**src/rtl/program_loader_if.sv**
```systemverilog
// rtl/program_loader_if.sv - byte-stream input and RAM port A write bus of the program loader
interface program_loader_if #(
    parameter int ADDR_W = 10,
    parameter int DATA_W = 16
) ();
    logic              in_valid;
    logic [7:0]        in_data;
    logic              in_ready;
    logic              ena;
    logic              wea;
    logic [ADDR_W-1:0] addra;
    logic [DATA_W-1:0] dia;

    modport master (
        output in_valid, in_data,
        input  in_ready, ena, wea, addra, dia
    );

    modport slave (
        input  in_valid, in_data,
        output in_ready, ena, wea, addra, dia
    );
endinterface

```
**src/rtl/program_loader.sv**
```systemverilog
// rtl/program_loader.sv - framed byte-stream loader that fills program RAM and releases the CPU
module program_loader #(
    parameter int         ADDR_W    = 10,
    parameter int         DATA_W    = 16,
    parameter logic [7:0] SYNC_BYTE = 8'hA5
) (
    input  logic clka,
    input  logic rst,
    program_loader_if.slave bus,
    output logic busy,
    output logic done,
    output logic error,
    output logic cpu_rst
);
    typedef enum logic [3:0] {
        S_IDLE, S_ADDR_H, S_ADDR_L, S_CNT_H, S_CNT_L,
        S_DATA_H, S_DATA_L, S_WRITE, S_CHK, S_DONE, S_ERROR
    } state_t;

    localparam logic [16:0] CNT_MAX = 17'(2 ** ADDR_W);

    state_t            r_state;
    state_t            w_next;
    logic [7:0]        r_hi;
    logic [7:0]        r_chk;
    logic [15:0]       r_cnt;
    logic [ADDR_W-1:0] r_addr;
    logic [ADDR_W-1:0] r_addra;
    logic [DATA_W-1:0] r_dia;
    logic              w_ready;
    logic              w_accept;
    logic [15:0]       w_word;

    // in_ready is gated by rst directly so it drops the moment reset asserts
    assign w_ready  = (r_state != S_WRITE) && !rst;
    assign w_accept = bus.in_valid && w_ready;
    assign w_word   = {r_hi, bus.in_data};

    assign bus.in_ready = w_ready;
    assign bus.ena      = (r_state == S_WRITE);
    assign bus.wea      = (r_state == S_WRITE);
    assign bus.addra    = r_addra;
    assign bus.dia      = r_dia;

    assign busy    = !(r_state == S_IDLE || r_state == S_DONE || r_state == S_ERROR);
    assign done    = (r_state == S_DONE);
    assign error   = (r_state == S_ERROR);
    assign cpu_rst = (r_state != S_DONE);

    always_ff @(posedge clka or posedge rst) begin
        if (rst) begin
            r_state <= S_IDLE;
        end else begin
            r_state <= w_next;
        end
    end

    always_comb begin
        w_next = r_state;
        case (r_state)
            S_IDLE, S_DONE, S_ERROR: if (w_accept && bus.in_data == SYNC_BYTE) w_next = S_ADDR_H;
            S_ADDR_H: if (w_accept) w_next = S_ADDR_L;
            S_ADDR_L: if (w_accept) w_next = S_CNT_H;
            S_CNT_H:  if (w_accept) w_next = S_CNT_L;
            S_CNT_L: begin
                if (w_accept) begin
                    if ({1'b0, w_word} > CNT_MAX)  w_next = S_ERROR;
                    else if (w_word == 16'd0)      w_next = S_CHK;
                    else                           w_next = S_DATA_H;
                end
            end
            S_DATA_H: if (w_accept) w_next = S_DATA_L;
            S_DATA_L: if (w_accept) w_next = S_WRITE;
            S_WRITE:  w_next = (r_cnt == 16'd1) ? S_CHK : S_DATA_H;
            S_CHK: begin
                if (w_accept) w_next = (bus.in_data == r_chk) ? S_DONE : S_ERROR;
            end
            default:  w_next = S_IDLE;
        endcase
    end

    always_ff @(posedge clka or posedge rst) begin
        if (rst) begin
            r_hi    <= '0;
            r_chk   <= '0;
            r_cnt   <= '0;
            r_addr  <= '0;
            r_addra <= '0;
            r_dia   <= '0;
        end else if (r_state == S_WRITE) begin
            r_addr <= r_addr + 1'b1;
            r_cnt  <= r_cnt - 16'd1;
        end else if (w_accept) begin
            case (r_state)
                S_IDLE, S_DONE, S_ERROR: if (bus.in_data == SYNC_BYTE) r_chk <= '0;
                S_ADDR_H, S_CNT_H, S_DATA_H: begin
                    r_hi  <= bus.in_data;
                    r_chk <= r_chk ^ bus.in_data;
                end
                S_ADDR_L: begin
                    r_addr <= w_word[ADDR_W-1:0];
                    r_chk  <= r_chk ^ bus.in_data;
                end
                S_CNT_L: begin
                    r_cnt <= w_word;
                    r_chk <= r_chk ^ bus.in_data;
                end
                // Present address and data now so they are stable through the WRITE cycle
                S_DATA_L: begin
                    r_addra <= r_addr;
                    r_dia   <= w_word;
                    r_chk   <= r_chk ^ bus.in_data;
                end
                default: ;
            endcase
        end
    end
endmodule
```
**src/flat_wrapper.sv**
```systemverilog
// flat-port wrapper written by rule: the top's interface ports become plain ports
module program_loader_flat 
#(
    parameter int         ADDR_W    = 10,
    parameter int         DATA_W    = 16,
    parameter logic [7:0] SYNC_BYTE = 8'hA5
)
  (clka, rst, busy, done, error, cpu_rst, bus_in_valid, bus_in_data, bus_in_ready, bus_ena, bus_wea, bus_addra, bus_dia);
  program_loader_if #(.ADDR_W(ADDR_W), .DATA_W(DATA_W)) bus_i ();
  input  logic clka;
  input  logic rst;
  output logic busy;
  output logic done;
  output logic error;
  output logic cpu_rst;
  input wire logic [$bits(bus_i.in_valid)-1:0] bus_in_valid;
  input wire logic [$bits(bus_i.in_data)-1:0] bus_in_data;
  output wire logic [$bits(bus_i.in_ready)-1:0] bus_in_ready;
  output wire logic [$bits(bus_i.ena)-1:0] bus_ena;
  output wire logic [$bits(bus_i.wea)-1:0] bus_wea;
  output wire logic [$bits(bus_i.addra)-1:0] bus_addra;
  output wire logic [$bits(bus_i.dia)-1:0] bus_dia;
  assign bus_i.in_valid = bus_in_valid;
  assign bus_i.in_data = bus_in_data;
  assign bus_in_ready = bus_i.in_ready;
  assign bus_ena = bus_i.ena;
  assign bus_wea = bus_i.wea;
  assign bus_addra = bus_i.addra;
  assign bus_dia = bus_i.dia;
  program_loader #(.ADDR_W(ADDR_W), .DATA_W(DATA_W), .SYNC_BYTE(SYNC_BYTE)) u_core (.clka(clka), .rst(rst), .bus(bus_i), .busy(busy), .done(done), .error(error), .cpu_rst(cpu_rst));
endmodule
```
**config.mk**
```make
export PLATFORM = sky130hd
export DESIGN_NAME = program_loader_flat
export DESIGN_NICKNAME = d
export VERILOG_FILES = /design/src/rtl/program_loader_if.sv /design/src/rtl/program_loader.sv /design/src/flat_wrapper.sv
export SDC_FILE = /design/constraint.sdc
export NUM_CORES = 1
export LEC_CHECK = 0
export ABC_AREA = 0
export ABC_CLOCK_PERIOD_IN_PS = 2000
export BUFFER_PORTS_ARGS = -buffer_cell sky130_fd_sc_hd__clkbuf_2
export CAP_MARGIN = 40
export CORE_ASPECT_RATIO = 1.25
export CORE_MARGIN = 5
export CORE_UTILIZATION = 40
export CTS_BUF_LIST = sky130_fd_sc_hd__clkbuf_8
export DETAILED_ROUTE_END_ITERATION = 8
export GPL_TIMING_DRIVEN = 0
export PLACE_DENSITY = 0.63
export SYNTH_ARGS = -nofsm -noshare
export SYNTH_HDL_FRONTEND = slang
export SYNTH_SLANG_ARGS = --single-unit
```
**constraint.sdc**
```tcl
create_clock -name clka -period 2 [get_ports clka]
set_input_delay 0 -clock clka [delete_from_list [all_inputs] [get_ports clka]]
set_output_delay 0 -clock clka [all_outputs]
set_load 0.01 [all_outputs]
```
-- After elaboration in Yosys (flattened, before gate mapping)
Cells that the tools add are included.
- add/subtract/negate cells: 2
- order comparisons: 1
- eq/ne operators: 24
- multiplexer cells: 21
- bitwise operators: 2
- reductions and logical operators: 22
- operator list (cell ; number):
    16-bit 2-to-1 mux ; 3
    4-bit 2-to-1 mux ; 11
    4-bit case mux with 9 select lines ; 1
    10-bit 2-to-1 mux ; 3
    2-bit by 1-bit != test with 1-bit output, second input constant ; 9
    16-bit by 1-bit equality test with 1-bit output, second input constant ; 1
    4-bit by 3-bit equality test with 1-bit output, second input constant ; 4
    16-bit by 11-bit greater-than comparator with 1-bit output, second input constant ; 1
    16-bit zero test ; 1
    8-bit case mux with 2 select lines ; 1
    16-bit by 1-bit subtractor with 16-bit output, second input constant ; 1
    4-bit equality test, second input constant ; 3
    10-bit by 1-bit adder with 10-bit output, second input constant ; 1
    4-bit by 2-bit equality test with 1-bit output, second input constant ; 2
    8-bit equality test ; 1
    8-bit equality test, second input constant ; 1
    8-bit 2-to-1 mux ; 1
    8-bit AND reduction ; 1
    2-bit nonzero test ; 4
    8-bit XOR ; 1
    3-bit AND reduction ; 2
    3-bit OR reduction ; 2
    6-bit OR reduction ; 1
    4-bit by 1-bit equality test with 1-bit output, second input constant ; 1
    10 further kinds ; 15
- register bits: 72
- input port bits: 11
- logic and storage cells: 79

-- Logic depth before layout (Yosys ltp)
- word-level depth: 6
- mapped depth: 8
- depth with buffers taken out: 6

-- Worst setup path before layout
Ideal clock, no wire load.
- kind: reg2reg
- from: register u_core.r_state[0]
- to: register u_core.r_cnt[8]
- arrival: 1784 ps
- required time: 1874 ps
- path slack: 90 ps
- stages on the path, launching flop included: 7
- path buffers: 1
- period minus slack after synthesis: 1910 ps
- path through: dfrtp_1 > buf_2 > nand4b_1 > inv_1 > nand3_1 > o311a_1 > a221o_1
- word-level cells in the longest chain between the ends: 5
- elaborated cells between the ends (all ways): 9
- ends and longest elaborated chain (what ; line ; text):
    from (decl) ; program_loader.sv:22 ; state_t r_state;
    from (signal assigned) ; program_loader.sv:54 ; r_state <= w_next;
    4-bit by 3-bit != test with 1-bit output ; program_loader.sv:35 ; assign w_ready = (r_state != S_WRITE) && !rst;
    1-bit logical AND ; program_loader.sv:35 ;
    1-bit logical AND ; program_loader.sv:36 ; assign w_accept = bus.in_valid && w_ready;
    2-bit nonzero test (no line) ; - ;
    2-bit AND reduction (no line) ; - ;
    to (signal assigned) ; program_loader.sv:92 ; r_cnt <= r_cnt - 16'd1;
    to (signal assigned) ; program_loader.sv:105 ; r_cnt <= w_word;
    to (decl) ; program_loader.sv:26 ; logic [15:0] r_cnt;
Several ways; a longest one is shown, not always the timed one.
A chain may end at the register's enable or synchronous reset.

-- Final worst setup path
- from: register u_core.r_state[1]
- to: register u_core.r_chk[4]
- word-level cells in the longest chain between the ends: 4
- elaborated cells between the ends (all ways): 20
- ends and longest elaborated chain (what ; line ; text):
    4-bit equality test, or another cell as far along ; program_loader.sv:94 ; case (r_state)
    3-bit OR reduction, or another cell as far along ; program_loader.sv:94 ;
    2-bit by 1-bit != test with 1-bit output (no line), or another cell as far along ; - ;
    4-bit AND reduction (no line) ; - ;
    to (signal assigned) ; program_loader.sv:98 ; r_chk <= r_chk ^ bus.in_data;
    to (signal assigned) ; program_loader.sv:102 ; r_chk <= r_chk ^ bus.in_data;
    to (signal assigned) ; program_loader.sv:106 ; r_chk <= r_chk ^ bus.in_data;
    to (decl) ; program_loader.sv:25 ; logic [7:0] r_chk;
Several ways; a longest one is shown, not always the timed one.

==> flow_summary_export.csv <==
group,metric,value,unit
timing,min_period,1940,ps
worst_setup_path,critPathSlowestCell,"dfrtp_1",
finish,nNetsFinal,455,
clock_network,cts_tree,"yes",
worst_setup_path,crit_path_cell_trace,"buf_6 -> nor3_4 -> a21oi_1 -> or4_4 -> buf_6 -> a211oi_2 -> o22ai_1",
placed_design,hpwl,6780,um
worst_setup_path,critPathCaptureType,"flop",
worst_setup_path,crit_type,"reg2reg",
timing,worstMarginPinSlew,655,ps
yosys,synth_area,3800,um2
placed_design,dp.cells,547,
yosys,synth_common_cells,"72 x dfrtp_1, 37 x nor2_1, 34 x mux2_2, 34 x nand2_1, 19 x clkbuf_1",
clock_network,cts_buffer_depth,2,
drt,drt-met1-wl,4270,um
floorplanning,core,9220,um2
clock_network,cts-root-buf,"clkbuf_8",
placed_design,gp_congestion,0.906,
timing,hold_ws,32.8,ps
min_path,hold_start,"bus_in_data[3]",
yosys,netlist-cell-type-count,53,
finish,finalNonFillerCells,567,
worst_setup_path,r2r-end,"u_core.r_chk[4]",
timing,layout_setup_ws,57.5,ps
placed_design,io_buffers,35,
job,max_cap_viol_count,0,
timing,slew_headroom,56.3,%
power_and_ir_drop,ir_drop,764,uV
worst_setup_path,startpoint_type,"flop",
global_route,grt_max_degree,57,
global_route,track_usage,17.1,%
yosys,avgSynthCellArea,9.83,um2
power_and_ir_drop,power-per-cell-area,1540,nW/um2
timing,hold_viol_final,0,
status,status,"complete, no violations",
drt,postRouteAntennaNets,0,
worst_setup_path,reg2reg_depth,7,
drt,via_count,3168,
clock_network,cts_made_buffers,9,
yosys,synth.yosys.seq_area_share,47.4,%
yosys,synth-seq-cells,72,
worst_setup_path,rrSetupSlack,60,ps
yosys,synth_edf_count,0,
drt,highest_layer,"met4",
yosys,synthArstFlopShare,100,%
floorplanning,initial_core_util,41.2,%
yosys,synth_nets,401,
yosys,synth.top_cell.area_share,47.4,%
placed_design,place_ws,-423,ps
drt,drt_pre_antenna_iters,7,
finish,drive_above_1_share,30.6,%
drt,routed_wl,9750,um
timing,setup_viol,0,
yosys,synthFlopType,"dfrtp_1",
timing,fin_skew,7.59,ps
clock_network,cts.sinks,72,
yosys,yosysMostFrequentCell,"dfrtp_1",
global_route,grt_pass1_wl,16100,um
drt,drc_errors,0,
floorplanning,die_h,119,um
yosys,ys_warn_count,0,
drt,via_per_inst,5.59,
drt,wl_per_cell,17.2,um
worst_setup_path,path_common_cell,"buf_6",
yosys,synth.area.top_cells,"dfrtp_1 47%, mux2_2 10%, nor2_1 3.7%, nand2_1 3.4%, a211oi_1 2.2%",
timing,setup_tns,0,ps
floorplanning,die_w,97.2,um
global_route,gr-total-overflow,0,
worst_setup_path,cp.required,2210,ps
worst_setup_path,timing.critical_path.from,"u_core.r_state[1]",
min_path,whs_endpoint,"u_core.r_addr[3]",
floorplanning,dieArea,11600,um2
clock_network,clk_pin_slew,80,ps
timing,finalCritPeriodShare,97.1,%
finish,area_growth,20.5,%
yosys,synth_top_cell_by_area,"dfrtp_1",
clock_network,worstSkewPairLatency,340,ps
yosys,syn_inst,387,
worst_setup_path,cpPeakStageDelay,440,ps
global_route,grt_pass1_vias,3090,
worst_setup_path,cp_max_fo,8,
finish,num_antenna_cells,0,
min_path,whs_path_depth,3,
power_and_ir_drop,p_leak,1.97,nW
drt,drt_iter0_markers,214,
floorplanning,std_cell_rows,39,
timing,timing.fmax,515,MHz
timing,slew_viol_final,0,
drt,wl_met3,464,um
worst_setup_path,r2r-start,"u_core.r_state[1]",
floorplanning,pin_count,44,
global_route,antenna_found_initial,0,
drt,route.met2.wl,4890,um
min_path,hp-class,"in2reg",
clock_network,htreeDepth,3,
worst_setup_path,cp_data_arrival_time,2150,ps
state kept, by name, indices dropped and copies added, names as in the netlist:
| signal | flops |
|---|---|
| u_core.bus.dia | 16 |
| u_core.r_cnt | 16 |
| u_core.bus.addra | 10 |
| u_core.r_addr | 10 |
| u_core.r_chk | 8 |
| u_core.r_hi | 8 |
| u_core.r_state | 4 |
layout make-up:
cell class	instances	area [um2]
well taps	123	154
fillers	830	4640
flip-flops and latches	72	1810
inverters	16	62.6
clock inverters	4	70.1
plain buffers	25	141
clock buffers	10	138
multi-input cells	270	1920
repair buffers	47	294
how the worst max path moves through the flow:
stage,depth (start not counted),to
2_1_floorplan,6,u_core.r_cnt[8]
3_3_place_gp,2,u_core.bus.dia[6]
3_5_place_dp,6,u_core.r_cnt[8]
4_1_cts,6,u_core.r_chk[1]
5_1_grt,7,u_core.r_chk[4]
6_report,7,u_core.r_chk[4]
layer usage:
metal / GRT usage [%] / vias to the layer above
met3: 2.81 / 7
met5: 0 / -
met2: 29.3 / 99
met4: 5.71 / 0
li1: - / 1514
met1: 22.1 / 1548
worst max-delay path, delay by kind of cell (launching register included):
family	cells	cell delay [ps]
simple gates	2	610
flops	1	440
compound gates	3	440
buf+inv	2	310
cells in the final DEF (no fill, tap or decap), drive strengths merged, types with 4 or more instances in the layout:
master,Yosys,final
nor3,10,10
o21ai,16,16
nor2,37,37
nand4,5,5
nand2b,5,5
or4,7,7
a21oi,14,14
xnor2,8,8
a211oi,11,11
inv,16,16
o22ai,12,12
a31oi,7,7
mux2,34,34
o311ai,4,4
nand3,11,11
dfrtp,72,72
nand2,34,34
clkbuf,19,58
buf,10,20
kinds of logic (layout without fill, tap and decap cells):
| logic type | count (synthesis) | in the layout | synth area share [%] |
|---|---|---|---|
| AOI/OAI and AO/OA | 93 | 93 | 17.0 |
| xor gates and xnor gates | 11 | 11 | 2.53 |
| adders and majority gates | 3 | 3 | 0.987 |
| buffers and inverters | 45 | 102 | 5.07 |
| DFF | 72 | 72 | 47.4 |
| muxes | 34 | 34 | 10.1 |
| and+or+nand+nor | 129 | 129 | 17.0 |
through the flow:
step / total power [mW] / util (%) / instance area (um2)
6_report: 7.07 / 49.7 / 4580
5_1_grt: 7.58 / 49.7 / 4580
2_1_floorplan: 4.59 / - / 3800
3_5_place_dp: 5.49 / 45.3 / 4170
4_1_cts: 6.88 / 48.6 / 4480
3_3_place_gp: 5.40 / 44.8 / 4130
where the power goes:
group | switching, mW | leakage (nW) | internal [mW]
clock | 0.528 | 0.108 | 0.719
combinational | 1.65 | 1.00 | 1.38
sequential | 0.643 | 0.861 | 2.14
total | 2.82 | 1.97 | 4.25
timing repair:
item | 4_1_cts | 5_1_grt
setup endpoints to repair | 60 | 54
hold buffers | 3 | 0
endpoints found under the hold margin | 78 | 0
setup buffers | 3 | 3
pin swaps | 0 | 1
gates resized for setup | 17 | 25
gates cloned | 0 | 1
Power figures use the tool's default switching activity.
